`src/rtl/exibe_sequencia_if.sv`:
```
// Handshake and memory-read bundle between the play FSM and the playback sequencer.
interface exibe_sequencia_if;
    logic       iniciar;
    logic       cancela;
    logic [3:0] rodada;
    logic [3:0] mem_dado;
    logic [3:0] mem_endereco;
    logic [3:0] leds;
    logic       exibindo;
    logic       pronto;
    logic [2:0] db_estado;
    logic [3:0] db_endereco;

    modport master (
        output iniciar, cancela, rodada, mem_dado,
        input  mem_endereco, leds, exibindo, pronto, db_estado, db_endereco
    );

    modport slave (
        input  iniciar, cancela, rodada, mem_dado,
        output mem_endereco, leds, exibindo, pronto, db_estado, db_endereco
    );
endinterface

```
`src/rtl/exibe_sequencia.sv`:
```
// Plays back moves 0..rodada from the sequence RAM on the LEDs, each lit for
// T_ON cycles followed by a T_OFF dark gap, then pulses pronto.
//
// state   | meaning
// OCIOSO  | idle, waiting for iniciar
// LE      | address presented to the RAM
// ESPERA  | read data valid, loaded into leds
// MOSTRA  | move lit for T_ON cycles
// APAGA   | dark gap for T_OFF cycles
// PROXIMO | last move done? else advance address
// FIM     | pronto pulse, back to idle
module exibe_sequencia #(
    parameter int T_ON  = 1000,
    parameter int T_OFF = 250
) (
    input logic              clock,
    input logic              reset,
    exibe_sequencia_if.slave bus
);

    typedef enum logic [2:0] {
        OCIOSO  = 3'd0,
        LE      = 3'd1,
        ESPERA  = 3'd2,
        MOSTRA  = 3'd3,
        APAGA   = 3'd4,
        PROXIMO = 3'd5,
        FIM     = 3'd6
    } estado_t;

    localparam logic [15:0] ON_ULTIMO  = 16'(T_ON - 1);
    localparam logic [15:0] OFF_ULTIMO = 16'(T_OFF - 1);

    estado_t     estado, estado_prox;
    logic [15:0] timer, timer_prox;
    logic [3:0]  endereco, endereco_prox;
    logic [3:0]  leds_q, leds_prox;
    logic [3:0]  rodada_lat, rodada_prox;

    always_ff @(posedge clock or negedge reset) begin
        if (!reset) begin
            estado     <= OCIOSO;
            timer      <= '0;
            endereco   <= '0;
            leds_q     <= '0;
            rodada_lat <= '0;
        end else begin
            estado     <= estado_prox;
            timer      <= timer_prox;
            endereco   <= endereco_prox;
            leds_q     <= leds_prox;
            rodada_lat <= rodada_prox;
        end
    end

    always_comb begin
        estado_prox   = estado;
        timer_prox    = timer;
        endereco_prox = endereco;
        leds_prox     = leds_q;
        rodada_prox   = rodada_lat;

        // Abort has priority, including over iniciar while idle.
        if (bus.cancela) begin
            estado_prox   = OCIOSO;
            timer_prox    = '0;
            endereco_prox = '0;
            leds_prox     = '0;
        end else begin
            case (estado)
                OCIOSO: begin
                    timer_prox    = '0;
                    endereco_prox = '0;
                    leds_prox     = '0;
                    if (bus.iniciar) begin
                        rodada_prox = bus.rodada;
                        estado_prox = LE;
                    end
                end
                LE: begin
                    estado_prox = ESPERA;
                end
                ESPERA: begin
                    leds_prox   = bus.mem_dado;
                    timer_prox  = '0;
                    estado_prox = MOSTRA;
                end
                MOSTRA: begin
                    if (timer == ON_ULTIMO) begin
                        leds_prox   = '0;
                        timer_prox  = '0;
                        estado_prox = APAGA;
                    end else begin
                        timer_prox = timer + 16'd1;
                    end
                end
                APAGA: begin
                    leds_prox = '0;
                    if (timer == OFF_ULTIMO) begin
                        timer_prox  = '0;
                        estado_prox = PROXIMO;
                    end else begin
                        timer_prox = timer + 16'd1;
                    end
                end
                PROXIMO: begin
                    // Compare before incrementing so rodada=15 never wraps the address.
                    if (endereco == rodada_lat) begin
                        estado_prox = FIM;
                    end else begin
                        endereco_prox = endereco + 4'd1;
                        estado_prox   = LE;
                    end
                end
                FIM: begin
                    endereco_prox = '0;
                    estado_prox   = OCIOSO;
                end
                default: begin
                    timer_prox    = '0;
                    endereco_prox = '0;
                    leds_prox     = '0;
                    estado_prox   = OCIOSO;
                end
            endcase
        end
    end

    assign bus.mem_endereco = endereco;
    assign bus.db_endereco  = endereco;
    assign bus.leds         = leds_q;
    assign bus.db_estado    = estado;
    assign bus.pronto       = (estado == FIM);
    assign bus.exibindo     = (estado != OCIOSO) && (estado != FIM);

endmodule

```
`src/flat_wrapper.sv`:
```
// flat-port wrapper written by rule: the top's interface ports become plain ports
module exibe_sequencia_flat 
#(
    parameter int T_ON  = 1000,
    parameter int T_OFF = 250
)
  (clock, reset, bus_iniciar, bus_cancela, bus_rodada, bus_mem_dado, bus_mem_endereco, bus_leds, bus_exibindo, bus_pronto, bus_db_estado, bus_db_endereco);
  exibe_sequencia_if bus_i ();
  input logic clock;
  input logic reset;
  input wire logic [$bits(bus_i.iniciar)-1:0] bus_iniciar;
  input wire logic [$bits(bus_i.cancela)-1:0] bus_cancela;
  input wire logic [$bits(bus_i.rodada)-1:0] bus_rodada;
  input wire logic [$bits(bus_i.mem_dado)-1:0] bus_mem_dado;
  output wire logic [$bits(bus_i.mem_endereco)-1:0] bus_mem_endereco;
  output wire logic [$bits(bus_i.leds)-1:0] bus_leds;
  output wire logic [$bits(bus_i.exibindo)-1:0] bus_exibindo;
  output wire logic [$bits(bus_i.pronto)-1:0] bus_pronto;
  output wire logic [$bits(bus_i.db_estado)-1:0] bus_db_estado;
  output wire logic [$bits(bus_i.db_endereco)-1:0] bus_db_endereco;
  assign bus_i.iniciar = bus_iniciar;
  assign bus_i.cancela = bus_cancela;
  assign bus_i.rodada = bus_rodada;
  assign bus_i.mem_dado = bus_mem_dado;
  assign bus_mem_endereco = bus_i.mem_endereco;
  assign bus_leds = bus_i.leds;
  assign bus_exibindo = bus_i.exibindo;
  assign bus_pronto = bus_i.pronto;
  assign bus_db_estado = bus_i.db_estado;
  assign bus_db_endereco = bus_i.db_endereco;
  exibe_sequencia #(.T_ON(T_ON), .T_OFF(T_OFF)) u_core (.clock(clock), .reset(reset), .bus(bus_i));
endmodule
```
`config.mk`:
```
export PLATFORM = sky130hd
export DESIGN_NAME = exibe_sequencia_flat
export DESIGN_NICKNAME = d
export VERILOG_FILES = /design/src/rtl/exibe_sequencia_if.sv /design/src/rtl/exibe_sequencia.sv /design/src/flat_wrapper.sv
export SDC_FILE = /design/constraint.sdc
export NUM_CORES = 1
export LEC_CHECK = 0
export ABC_AREA = 1
export CORE_AREA = 2 2 64 66
export DETAILED_ROUTE_END_ITERATION = 12
export DIE_AREA = 0 0 66 68
export PLACE_DENSITY_LB_ADDON = 0.05
export SLEW_MARGIN = 30
export SYNTH_ARGS = -nofsm -noshare
export SYNTH_HDL_FRONTEND = slang
export SYNTH_SLANG_ARGS = --single-unit
```
`constraint.sdc`:
```
create_clock -name clock -period 1.9 [get_ports clock]
set_input_delay 0.19 -clock clock [delete_from_list [all_inputs] [get_ports clock]]
set_output_delay 0.19 -clock clock [all_outputs]
set_load 0.01 [all_outputs]
```
==> flow_metrics.env, run 1 <==
export IMPL_critPathLaunchType="register"
export IMPL_yosysUniqueCellTypes=25
export IMPL_multi_input_area_um2=1000
export IMPL_status="completed"
export IMPL_clk_pin_slew_ns=0.07
export IMPL_power_leakage_nw=1.12
export IMPL_slew_violations=0
export IMPL_final_cells=366
export IMPL_postCtsSetupRepairBufs=0
export IMPL_ys_seq_area_share_pct=39.8
export IMPL_final_nets=330
export IMPL_synthesis_area_um2=1950
export IMPL_dp_hpwl_um=3320
export IMPL_timing_fmax_mhz=581
export IMPL_routabilityCongestion=0.895
export IMPL_grt_pass1_vias=1644
export IMPL_io_buffer_count=28
export IMPL_ys_seq_elements=31
export IMPL_htreeDepth=2
export IMPL_crit_fanout=5
export IMPL_register_area_um2=776
export IMPL_hold_class="in -> async"
export IMPL_maxCapViolCount=0
export IMPL_clock_latency_ns=0.28
export IMPL_fill_cells=379
export IMPL_drtAntennaViolNets=0
export IMPL_fin_skew_ns=0.00397
export IMPL_critPathKind="reg -> out"
export IMPL_gr_total_overflow=0
export IMPL_wl_per_cell_um=12.2
export IMPL_antenna_found_initial=0
export IMPL_rsz0062_at_grt="false"
export IMPL_final_core_util_pct=61.7
export IMPL_power_mw=2.10
export IMPL_cts_buffer_depth=2
export IMPL_tns_ns=0
export IMPL_cp_end_kind="primary output"
export IMPL_max_slew_margin_pct=72.8
export IMPL_cts_tree="built"
export IMPL_syn2layout_area_growth_pct=22.0
export IMPL_ios=29
export IMPL_hold_viol=0
export IMPL_cts_made_buffers=5
export IMPL_grt_pass1_wl_um=7200
export IMPL_period_needed_ns=1.72
export IMPL_period_share_pct=90.6
export IMPL_root_buffer="clkbuf_8"
export IMPL_fin_area_um2=2380
export IMPL_drtIter0Drc=135
export IMPL_dr_pass1_iters=4
export IMPL_drt_wl_total_um=4480
export IMPL_layout_drive_gt1_share_pct=8.23
export IMPL_place_inst=358
export IMPL_setup_viol=0
export IMPL_start_util_pct=50.6
export IMPL_yosysWarnings=0
export IMPL_cp_arrival_ns=1.53
export IMPL_max_slew_worst_pin_slew_ns=0.408
export IMPL_synthCells=282
export IMPL_insertedDiodeCount=0
export IMPL_rows=23
export IMPL_num_vias=1848
export IMPL_die_w_um=66
export IMPL_ctsHoldBuffers=0
export IMPL_cts_sinks=31
export IMPL_die_y_um=68
export IMPL_post_drt_via_cell_ratio=5.05
export IMPL_p_per_area_nw_per_um2=885
export IMPL_dieArea_um2=4490
export IMPL_avgSynthCellArea_um2=6.91
export IMPL_placed_cell_area_um2=2280
export IMPL_required_ns=1.71
export IMPL_synth_fp_nets=297
export IMPL_grt_use_total_pct=21.0
export IMPL_grt_start_max_net_pins=32
export IMPL_ir_drop_uv=527
export IMPL_core_area_um2=3860
export IMPL_drc=0
kinds of logic after synthesis:
group / synth area share (%)
buffers and inverters: 8.73
flip-flops: 39.8
AND/OR/NAND/NOR: 37.3
AO/OA/AOI/OAI: 8.66
adder cells (fa/ha/maj): 1.93
XOR/XNOR: 3.59
Yosys cell counts:
master	instances	area share, %
nor2_1	41	7.9
o21ai_1	3	0.77
nand2_1	87	17
nand2_4	2	1.2
inv_1	29	5.6
o21bai_4	1	0.96
inv_2	3	0.58
nor3_1	4	1.0
dfrtp_1	31	40
nand3_2	1	0.51
o21bai_1	1	0.39
o21ai_0	15	3.9
xor2_1	7	3.1
buf_6	1	0.58
a21oi_1	9	2.3
nor2_2	4	1.3
buf_2	1	0.26
a21o_1	1	0.39
xnor2_1	1	0.45
nand3_1	25	6.4
ha_1	3	1.9
nand2_2	4	1.3
nand4_1	3	0.96
buf_4	4	1.5
clkinv_1	1	0.19
worst paths after layout:
check	slack, ns	depth (start not counted)	startpoint	endpoint
setup reg to reg	0.30	10	u_core.timer[0]	u_core.timer[8]
hold / removal	0.30	2	reset	u_core.timer[2]
max in group asynchronous	1.30	2	reset	u_core.timer[11]
hold reg to reg	0.48	2	u_core.bus.leds[2]	u_core.bus.leds[2]
setup / recovery	0.18	4	u_core.bus.db_estado[0]	bus_pronto
min in group clock	0.44	3	bus_mem_dado[0]	u_core.bus.leds[0]
where the power goes:
group	leakage [nW]	internal [mW]	switching, mW
Clock	0.0515	0.331	0.250
Sequential	0.418	0.740	0.0695
Combinational	0.652	0.264	0.451
Total	1.12	1.33	0.770
sequential cells by signal (all words and copies together) (netlist names):
signal	flops
u_core.bus.db_endereco	4
u_core.bus.db_estado	3
u_core.bus.leds	4
u_core.rodada_lat	4
u_core.timer	16
final cells by class:
class | count | area share (%)
multi-input cells | 212 | 42.2
well taps | 50 | 2.63
repair buffers | 32 | 13.2
flip-flops and latches | 31 | 32.6
inverters | 33 | 5.21
clock buffers | 8 | 4.21
metrics by stage:
| step | hold slack [ns] | setup slack (ns) |
|---|---|---|
| finish | 0.300 | 0.179 |
| global route | 0.365 | 0.0849 |
| CTS | 0.331 | 0.0767 |
| detailed placement | 0.467 | 0.284 |
| global placement | 0.461 | 0.279 |
| floorplan | -0.106 | 0.529 |
metal layers:
metal | wire (um) | vias to the layer above | share of wire [%] | GRT usage (%)
li1 | - | 951 | - | -
met1 | 2130 | 850 | 48 | 28.1
met2 | 2080 | 39 | 46 | 35.1
met3 | 206 | 8 | 4.6 | 3.45
met4 | 56 | 0 | 1.3 | 6.89
met5 | 0 | - | 0 | 0
cell usage in the layout (no fill, tap or decap), types with 7 or more instances in the layout:
master,Yosys,routed
clkdlybuf4s50_1,0,27
dfrtp_1,31,31
nand3_1,25,25
inv_1,29,29
nor2_1,41,41
xor2_1,7,7
nand2_1,87,87
a21oi_1,9,9
clkbuf_8,0,7
o21ai_0,15,15
timing repair:
| item | 4_1_cts | 5_1_grt |
|---|---|---|
| endpoints found under the setup margin | 0 | 1 |
| resized for setup | 0 | 1 |
| hold endpoints to repair | 0 | 0 |
critical path, stage by stage (launching register included):
cell and delay, ns:
dfrtp_1 0.44, inv_2 0.10, nand3_2 0.09, inv_1 0.09, clkdlybuf4s50_1 0.53
(Power assumes the default switching activity.)
==> inputs of run 2 (changes only) <==
--- a/config.mk
+++ b/config.mk
@@ -9,7 +9,7 @@
 export CORE_AREA = 2 2 64 66
 export DETAILED_ROUTE_END_ITERATION = 12
 export DIE_AREA = 0 0 66 68
-export PLACE_DENSITY_LB_ADDON = 0.05
+export PLACE_DENSITY = 0.76
 export SLEW_MARGIN = 30
 export SYNTH_ARGS = -nofsm -noshare
 export SYNTH_HDL_FRONTEND = slang
==> run 2 against run 1 <==
Effect of this change: core utilization down 0.52 points; clock skew increased by 0.0083 ns; total power is 2.9% lower; cell count fell by 0.55%; global-route usage shrank 0.14 points; wire length shrank 5.9%; critical path depth rose by 1; flip-flop and latch count did not move.
==> flow_metrics.env, run 2 (synthesis results as in run 1) <==
export IMPL_dp_hpwl_um=3110
export IMPL_rows=23
export IMPL_core_area_um2=3860
export IMPL_period_share_pct=96.4
export IMPL_max_slew_margin_pct=73.3
export IMPL_slowest_stage="clkdlybuf4s50_1"
export IMPL_io_buffer_count=28
export IMPL_hold_class="in -> async"
export IMPL_drtAntennaViolNets=0
export IMPL_dieArea_um2=4490
export IMPL_postCtsSetupRepairBufs=0
export IMPL_die_y_um=68
export IMPL_cts_sinks=31
export IMPL_top_register="u_core.timer"
export IMPL_power_leakage_nw=1.10
export IMPL_max_slew_worst_pin_slew_ns=0.400
export IMPL_grt_use_total_pct=20.9
export IMPL_htreeDepth=2
export IMPL_critPathKind="reg -> out"
export IMPL_grt_pass1_wl_um=7030
export IMPL_crit_path_cell_trace="inv_1 -> nand2_1 -> nor2_1 -> nor2_1 -> clkdlybuf4s50_1"
export IMPL_path_common_cell="nor2_1"
export IMPL_grt_pass1_vias=1604
export IMPL_critPathLaunchType="register"
export IMPL_cts_tree="built"
export IMPL_place_ws_ns=0.227
export IMPL_ios=29
export IMPL_setup_slack_ns=0.0676
export IMPL_drtIter0Drc=120
export IMPL_ir_drop_uv=434
export IMPL_drc=0
export IMPL_drt_wl_total_um=4210
export IMPL_cp_end_kind="primary output"
export IMPL_timing_fmax_mhz=546
export IMPL_layout_drive_gt1_share_pct=8.60
export IMPL_setup_viol=0
export IMPL_num_vias=1802
export IMPL_insertedDiodeCount=0
export IMPL_dr_pass1_iters=4
export IMPL_gr_total_overflow=0
export IMPL_slew_violations=0
export IMPL_final_nets=329
export IMPL_fin_skew_ns=0.0122
export IMPL_worst_hold_slack_ns=0.290
export IMPL_grt_start_max_net_pins=32
export IMPL_status="completed"
export IMPL_cts_made_buffers=5
export IMPL_mostFrequentLayoutCells="nand2_1, nor2_1, inv_1, dfrtp_1, clkdlybuf4s50_1"
export IMPL_rsz0062_at_grt="false"
export IMPL_maxCapViolCount=0
export IMPL_largest_reg_flops=16
export IMPL_cts_buffer_depth=2
export IMPL_wl_per_cell_um=11.6
export IMPL_required_ns=1.71
export IMPL_routabilityCongestion=0.934
export IMPL_crit_fanout=5
export IMPL_hold_viol=0
export IMPL_syn2layout_area_growth_pct=21.0
export IMPL_clock_latency_ns=0.29
export IMPL_start_util_pct=50.6
export IMPL_root_buffer="clkbuf_8"
export IMPL_clk_pin_slew_ns=0.07
export IMPL_die_w_um=66
export IMPL_antenna_found_initial=0
export IMPL_mostFrequentLayoutCell="nand2_1"
export IMPL_period_needed_ns=1.83
export IMPL_post_drt_via_cell_ratio=4.95
export IMPL_p_per_area_nw_per_um2=867
export IMPL_slowest_delay_ns=0.47
export IMPL_tns_ns=0
export IMPL_cp_arrival_ns=1.64
[run 2: timing repair]
| item | CTS | global route |
|---|---|---|
| setup endpoints to repair | 0 | 1 |
| gates resized for setup | 0 | 2 |
| hold buffers | 0 | 0 |
[run 2: worst max-delay path: cells and delay by family (launching register included)]
family	cells	cell delay [ns]
flip-flops	1	0.44
AND/OR/NAND/NOR	3	0.33
buffers and inverters	2	0.58
[run 2: final timing paths]
| check | cells past startpoint | slack, ns | to | startpoint |
|---|---|---|---|---|
| hold / removal | 2 | 0.29 | u_core.timer[10] | reset |
| setup reg to reg | 10 | 0.27 | u_core.timer[4] | u_core.timer[0] |
| setup / recovery | 5 | 0.07 | bus_exibindo | u_core.bus.db_estado[1] |
| hold reg to reg | 2 | 0.47 | u_core.bus.leds[2] | u_core.bus.leds[2] |
| min in group clock | 3 | 0.43 | u_core.bus.leds[0] | bus_mem_dado[0] |
| max in group asynchronous | 2 | 1.30 | u_core.bus.db_estado[1] | reset |
[run 2: per-layer routing]
metal  routed length (um)  global-route usage, %
met5                    0                      0
met4                   79                   7.65
met3                  269                   6.58
met2                 1930                   34.5
met1                 1930                   25.9
[run 2: final cells by class]
class	count	area (um2)
multi-input cells	212	1000
inverters	33	124
repair buffers	31	303
flip-flops and latches	31	778
clock inverters	1	5.00
fillers	382	1500
clock buffers	6	82.6
well taps	50	62.6
[run 2: power breakdown]
part,internal [mW],switching [mW]
sequential,0.745,0.0720
combinational,0.269,0.441
clock,0.283,0.235
total,1.30,0.748
[run 2: stage by stage]
stage	instances	area [um2]	power [mW]	util (%)
2_1_floorplan	282	1950	1.28	-
3_3_place_gp	357	2270	1.52	58.8
3_5_place_dp	357	2270	1.54	58.8
4_1_cts	364	2360	2.06	61.1
5_1_grt	364	2360	2.18	61.2
6_report	364	2360	2.04	61.2
